==> src/rtl/dm_arbiter.sv <==
// Two-master arbiter sharing one single-cycle data-memory port.
// Each access is latched, issued to the memory for exactly one cycle
// (ISSUE), and read data is returned registered one cycle later with
// a one-cycle rvalid pulse to the master that issued it.
module dm_arbiter #(
   parameter int ADDR_W    = 10,
   parameter int DATA_W    = 32,
   parameter int PRIO_MODE = 0
) (
   input  logic              clk,
   input  logic              rst,

   input  logic              m0_req,
   input  logic              m0_we,
   input  logic              m0_sel,
   input  logic [ADDR_W-1:0] m0_addr,
   input  logic [DATA_W-1:0] m0_wdata,
   output logic              m0_gnt,
   output logic              m0_rvalid,
   output logic [DATA_W-1:0] m0_rdata,

   input  logic              m1_req,
   input  logic              m1_we,
   input  logic              m1_sel,
   input  logic [ADDR_W-1:0] m1_addr,
   input  logic [DATA_W-1:0] m1_wdata,
   output logic              m1_gnt,
   output logic              m1_rvalid,
   output logic [DATA_W-1:0] m1_rdata,

   output logic [ADDR_W-1:0] dm_addr,
   output logic [DATA_W-1:0] dm_wdata,
   output logic              dm_we,
   output logic              dm_sel,
   input  logic [DATA_W-1:0] dm_rdata,

   output logic              busy
);

   typedef enum logic {
      IDLE  = 1'b0,
      ISSUE = 1'b1
   } state_t;

   state_t              r_state;
   state_t              w_state_nxt;

   // Latched command and owner id (0 = m0, 1 = m1).
   logic                r_gid;
   logic                r_last;
   logic                r_we;
   logic                r_sel;
   logic [ADDR_W-1:0]   r_addr;
   logic [DATA_W-1:0]   r_wdata;

   // Read return registers.
   logic                r_rv0;
   logic                r_rv1;
   logic [DATA_W-1:0]   r_rd0;
   logic [DATA_W-1:0]   r_rd1;

   logic                w_issue;
   logic                w_elig0;
   logic                w_elig1;
   logic                w_any;
   logic                w_win;
   logic                w_cmd_we;
   logic                w_cmd_sel;
   logic [ADDR_W-1:0]   w_cmd_addr;
   logic [DATA_W-1:0]   w_cmd_wdata;

   // Eligibility masks the master being issued this cycle, then pick a winner.
   always_comb begin
      w_issue = (r_state == ISSUE);
      w_elig0 = m0_req & ~(w_issue & ~r_gid);
      w_elig1 = m1_req & ~(w_issue &  r_gid);
      w_any   = w_elig0 | w_elig1;
      w_win   = 1'b0;
      if (w_elig0 && w_elig1) begin
         if (PRIO_MODE == 1) begin
            w_win = 1'b0;
         end else begin
            w_win = ~r_last;
         end
      end else if (w_elig1) begin
         w_win = 1'b1;
      end
   end

   // Command mux for the selected winner.
   always_comb begin
      w_cmd_we    = m0_we;
      w_cmd_sel   = m0_sel;
      w_cmd_addr  = m0_addr;
      w_cmd_wdata = m0_wdata;
      if (w_win) begin
         w_cmd_we    = m1_we;
         w_cmd_sel   = m1_sel;
         w_cmd_addr  = m1_addr;
         w_cmd_wdata = m1_wdata;
      end
   end

   // Next-state: IDLE and ISSUE share the same rule, any eligible master issues.
   always_comb begin
      w_state_nxt = IDLE;
      if (w_any) begin
         w_state_nxt = ISSUE;
      end
   end

   // State register.
   always_ff @(posedge clk or negedge rst) begin
      if (!rst) begin
         r_state <= IDLE;
      end else begin
         r_state <= w_state_nxt;
      end
   end

   // Latch the winning command; last_grant starts at m1 so m0 wins the first tie.
   always_ff @(posedge clk or negedge rst) begin
      if (!rst) begin
         r_gid   <= 1'b0;
         r_last  <= 1'b1;
         r_we    <= 1'b0;
         r_sel   <= 1'b0;
         r_addr  <= '0;
         r_wdata <= '0;
      end else if (w_any) begin
         r_gid   <= w_win;
         r_last  <= w_win;
         r_we    <= w_cmd_we;
         r_sel   <= w_cmd_sel;
         r_addr  <= w_cmd_addr;
         r_wdata <= w_cmd_wdata;
      end
   end

   // Capture read data at the closing edge of a read ISSUE.
   always_ff @(posedge clk or negedge rst) begin
      if (!rst) begin
         r_rv0 <= 1'b0;
         r_rv1 <= 1'b0;
         r_rd0 <= '0;
         r_rd1 <= '0;
      end else begin
         r_rv0 <= 1'b0;
         r_rv1 <= 1'b0;
         if (w_issue && !r_we) begin
            if (r_gid) begin
               r_rv1 <= 1'b1;
               r_rd1 <= dm_rdata;
            end else begin
               r_rv0 <= 1'b1;
               r_rd0 <= dm_rdata;
            end
         end
      end
   end

   // dm_we is gated by the state so an asynchronous reset kills a pending write at once.
   assign dm_we     = w_issue & r_we;
   assign dm_addr   = r_addr;
   assign dm_wdata  = r_wdata;
   assign dm_sel    = r_sel;
   assign busy      = w_issue;

   assign m0_gnt    = w_issue & ~r_gid;
   assign m1_gnt    = w_issue &  r_gid;
   assign m0_rvalid = r_rv0;
   assign m1_rvalid = r_rv1;
   assign m0_rdata  = r_rd0;
   assign m1_rdata  = r_rd1;

endmodule
==> config.mk <==
export PLATFORM = sky130hd
export DESIGN_NAME = dm_arbiter
export DESIGN_NICKNAME = d
export VERILOG_FILES = /design/src/rtl/dm_arbiter.sv
export SDC_FILE = /design/constraint.sdc
export NUM_CORES = 1
export LEC_CHECK = 0
export BUFFER_PORTS_ARGS = -buffer_cell sky130_fd_sc_hd__buf_2
export CAP_MARGIN = 20
export CORE_MARGIN = 10
export CORE_UTILIZATION = 45
export CTS_BUF_LIST = sky130_fd_sc_hd__clkbuf_16
export DETAILED_ROUTE_END_ITERATION = 8
export HOLD_SLACK_MARGIN = 0.02
export PLACE_DENSITY = 0.78
export REMOVE_ABC_BUFFERS = 1
export SLEW_MARGIN = 20
export SYNTH_ARGS = -nofsm -noshare
export SYNTH_HDL_FRONTEND = slang
export SYNTH_SLANG_ARGS = --single-unit
==> constraint.sdc <==
create_clock -name clk -period 2.3 [get_ports clk]
set_input_delay 0.46 -clock clk [delete_from_list [all_inputs] [get_ports clk]]
set_output_delay 0.46 -clock clk [all_outputs]
set_load 0.03 [all_outputs]
Word level (Yosys, flattened, before mapping):

Cells that the tools add are included.
W data, S select, Z words.

* register bits after elaboration: 113
* input port bits: 124
* output and inout bits: 113
* logic and storage cells: 37

* muxes and demuxes: 11
* bitwise gates (word level): 10
* reductions and logical operators: 5

Operators by type and width (count)
* $mux W32: 1
* $mux W10: 1
* $mux W1: 9
* $and A1 B1 Y1: 5
* $not A1 Y1: 4
* $reduce_and A2 Y1: 2
* $logic_and A1 B1 Y1: 2
* $logic_not A1 Y1: 1
* $or A1 B1 Y1: 1

Longest topological paths before layout:

* depth in word-level cells: 7
* depth in mapped cells: 7
* mapped depth without buffers: 5

Worst setup path after synthesis:

No wires, ideal clock.

* kind: register to register
* start point: register r_state (netlist: busy)
* end point: register r_wdata[11] (netlist: dm_wdata[11])
* arrival time: 1.505 ns
* buffers on the path: 1
* library setup time: 0.126 ns
* clock period less this slack: 1.631 ns
* required time: 2.174 ns
* slack: 0.669 ns
* cell stages (with the launch flop): 6
* cell sequence: dfrtp_1 > nand2_1 > o311a_4 > buf_6 > and2_0 > a221o_1

* longest elaborated chain between the ends: 6
* elaborated cells between the ends (all ways): 11
* those cells by class: mux (3); bitwise (7); reduce/logical (1)

Ends and longest elaborated chain
* start, declared: RTL line 45 `state_t r_state;`
* start signal, assigned: RTL line 117 `r_state <= w_state_nxt;`
* $and A1 B1 Y1, on equally long branches: RTL line 76, 75
* $not A1 Y1, on equally long branches: RTL line 76, 75
* $and A1 B1 Y1, on equally long branches: RTL line 76, 75
* $mux W1 or $logic_and A1 B1 Y1 (tied branches): RTL line 85, 79
* $mux W1: RTL line 79 `if (w_elig0 && w_elig1) begin`
* $mux W32: RTL line 96 `if (w_win) begin`
* end signal, assigned: RTL line 136 `r_wdata <= w_cmd_wdata;`
* end, declared: RTL line 54 `logic [DATA_W-1:0] r_wdata;`

Parallel ways exist; a longest one is shown, timed or not.
A chain may end at the register's enable or synchronous reset.

Worst setup path in the final report:

* start point: register r_last
* end point: register r_wdata[20] (netlist: dm_wdata[20])

* longest elaborated chain between the ends: 3

Ends and longest elaborated chain
* start, declared: RTL line 50 `logic r_last;`
* start signal, assigned: RTL line 132 `r_last <= w_win;`
* $not A1 Y1: RTL line 83 `w_win = ~r_last;`
* $mux W1: RTL line 79
* $mux W32: RTL line 96

Every way passes these cells.

==> summary.md <==
| Metric | Value |
|---|---|
| Status | finished, final reports clean |
| Final Instance Area | 6360 sq um |
| Post-synth cell types | 25 |
| VDD IR max | 0.000621 V |
| Placed Cells | 728 |
| Starting Density | 46.3% |
| Measured slew at the worst slew-check pin | 0.588 ns |
| Root buf cell | clkbuf_16 |
| Die ar. | 14500 sq um |
| GPL Wtd Cong | 0.803 |
| Global-route wire length before repair | 22500 microns |
| Routed len/inst | 18.9 microns |
| Hpwl dp | 10900 microns |
| Postcts setup bufs | 0 |
| Clock tree sinks | 113 |
| Total Wirelength | 14400 microns |
| Main combinational cell family by area after synthesis | simple AND/OR/NAND/NOR gates |
| Area delta synth->final | 39.8% |
| Simple-Gate Fraction of Synth Area | 15.2% |
| CP endpoint kind | flop |
| Row cnt | 36 |
| Critical path startpoint category | flop |
| Drt first pass iters | 4 |
| Deepest level of the CTS H-tree | 4 |
| Seq/Total Area, Yosys | 62.2% |
| Clock Tree Buf Depth | 2 |
| Hold Buf Count CTS | 0 |
| Post-synthesis cell count | 373 |
| Worst Path Required | 2.58 ns |
| Detail Route Antenna Nets | 0 |
| Clk slew on worst S/H paths | 0.05 ns |
| Antenna violations before repair | 0 |
| Die X | 121 microns |
| Non-Filler Instances | 759 |
| Worst path slowest cell | dfstp_2 |
| Via count | 3844 |
| CTS tree | done |
| FMAX | 0.548 GHz |
| CTS resizes | 0 |
| Largest net degree at the start of global routing | 47 |
| CP top delay family | compound AO/OA/AOI/OAI gates |
| Mapped cell area | 4550 sq um |
| DRT iter0 DRCs | 318 |
| Leakage | 3.34 nW |
| Final hold vios | 0 |
| DRC errors left | 0 |
| Synth Area in Compound Gates | 11.2% |
| Total GRT Usage | 19.5% |
| Vias per inst | 5.06 |
| RSZ-0062 raised after global routing | no |
| Setup CP Type | reg -> reg |
| Crit path max fanout | 46 |
| Top-Level Pins | 237 |
| Slew Viols, Final | 0 |
| Setup TNS | 0 ns |
| Final min period | 1.82 ns |
| Synthesized area per cell | 12.2 sq um |
| Worst Skew | 0.00732 ns |
| Final period utilization | 79.3% |
| Register-to-register setup slack | 0.48 ns |
| Final-report setup violation count | 0 |
| Hold Path Class | in -> async |
| CTS Buf Count | 17 |
| I/O Buffers | 236 |
| Gr ovfl total | 0 |
| Pwr/cell area | 1490 nW/um^2 |
| Critical Path AT | 2.10 ns |
| Critical path cell sequence | inv_1 -> o311a_4 -> and2_2 -> a221o_1 |
| Placed cell area | 5850 sq um |
| Slew margin rel. | 60.7% |
| Syn. warnings | 0 |
| Synth Area in Adders | 0% |
| Yosys reg bits | 113 |
| Max cap viols | 0 |
| Clock Latency Late Sink | 0.40 ns |
| Layout Nets | 738 |
| Vias in the first global route | 4338 |
| Layout cell share with drive strength beyond 1 | 50.1% |
| Mux contribution to synthesized area | 7.92% |
| CORE AREA | 9820 sq um |
| Crit path largest cell delay | 0.54 ns |
| Die Ht | 121 microns |
| Buf/Inv on CP | 1 |
| Synth Area in XOR/XNOR | 0% |
synthesized netlist by cell type (all sizes together):
library cell / n / area share (%)
and2: 45 / 6.4
o21ai: 1 / 0.11
o22ai: 1 / 0.44
dfrtp: 112 / 62
or2: 1 / 0.14
mux2: 32 / 7.9
nor2b: 1 / 0.14
dfstp: 1 / 0.58
inv: 7 / 0.58
a21oi: 1 / 0.11
clkbuf: 3 / 0.25
o311a: 1 / 0.47
a21o: 1 / 0.19
nand2b: 1 / 0.14
a221o: 43 / 9.5
nand2: 100 / 8.3
nor2: 1 / 0.14
o2bb2ai: 1 / 0.19
buf: 19 / 2.6
a31oi: 1 / 0.27
through the flow:
stage	power [mW]	hold WS (ns)	worst slack [ns]	utilization [%]
floorplan	5.82	0.164	0.118	-
global placement	7.14	0.451	0.546	59.6
detailed placement	7.26	0.457	0.482	59.6
CTS	9.55	0.0498	0.480	64.7
global route	9.97	0.0548	0.405	64.7
finish	9.46	0.0437	0.475	64.8
registers in the layout, summed over array words and instances (netlist names):
signal,count
dm_wdata,32
m1_rvalid,1
m0_rvalid,1
m1_rdata,32
dm_sel,1
m0_rdata,32
dm_addr,10
r_gid,1
r_last,1
busy,1
r_we,1
layout by cell type (no fill, tap or decap), types with 5 or more instances in the layout:
master / n
and2_0: 37
dfrtp_1: 112
and2_2: 5
clkinv_1: 5
buf_2: 235
mux2_2: 32
clkinv_2: 5
a221o_1: 43
buf_4: 8
inv_1: 7
nand2_1: 100
clkbuf_16: 17
final timing paths:
check                                          from                       end  cells past startpoint
max                              r_last$_DFFE_PN1P_  dm_wdata[20]$_DFFE_PN0P_                      4
max reg2reg                      r_last$_DFFE_PN1P_  dm_wdata[20]$_DFFE_PN0P_                      4
min                                             rst  m1_rdata[12]$_DFFE_PN0P_                      1
max in group asynchronous                       rst  m1_rdata[21]$_DFFE_PN0P_                      2
min in group clk                        dm_rdata[8]   m1_rdata[8]$_DFFE_PN0P_                      3
min reg2reg                m1_rdata[15]$_DFFE_PN0P_  m1_rdata[15]$_DFFE_PN0P_                      2
per-layer routing:
metal  vias to the layer above  share of wire [%]  GRT usage [%]
li1                       1766                  -              -
met1                      1840                 37           20.7
met2                       223                 47           31.3
met3                        15                 15           13.0
met4                         0                1.0           5.28
met5                         -                  0              0
logic make-up after synthesis:
| group | count (synthesis) |
|---|---|
| AND/OR/NAND/NOR | 149 |
| buffers and inverters | 29 |
| flip-flops | 113 |
| AO/OA/AOI/OAI | 50 |
| multiplexers | 32 |
layout make-up:
cell class	instances	area [sq um]
fillers	782	3460
flip-flops and latches	113	2830
multi-input cells	231	1570
repair buffers	244	1260
clock buffers	17	425
well taps	133	166
clock inverters	13	81.3
inverters	7	26.3
diodes	1	2.50
report_power, final:
group | leakage [nW] | total, mW | internal [mW] | switching, mW
registers | 1.36 | 3.24 | 2.80 | 0.441
clock network | 0.262 | 2.25 | 1.43 | 0.827
logic | 1.72 | 3.96 | 1.25 | 2.72
worst register-to-register path, cell delays in order (launching register included):
cell and delay, ns:
dfstp_2 0.54, inv_1 0.08, o311a_4 0.55, and2_2 0.28, a221o_1 0.26
Power figures use the tool's default switching activity.
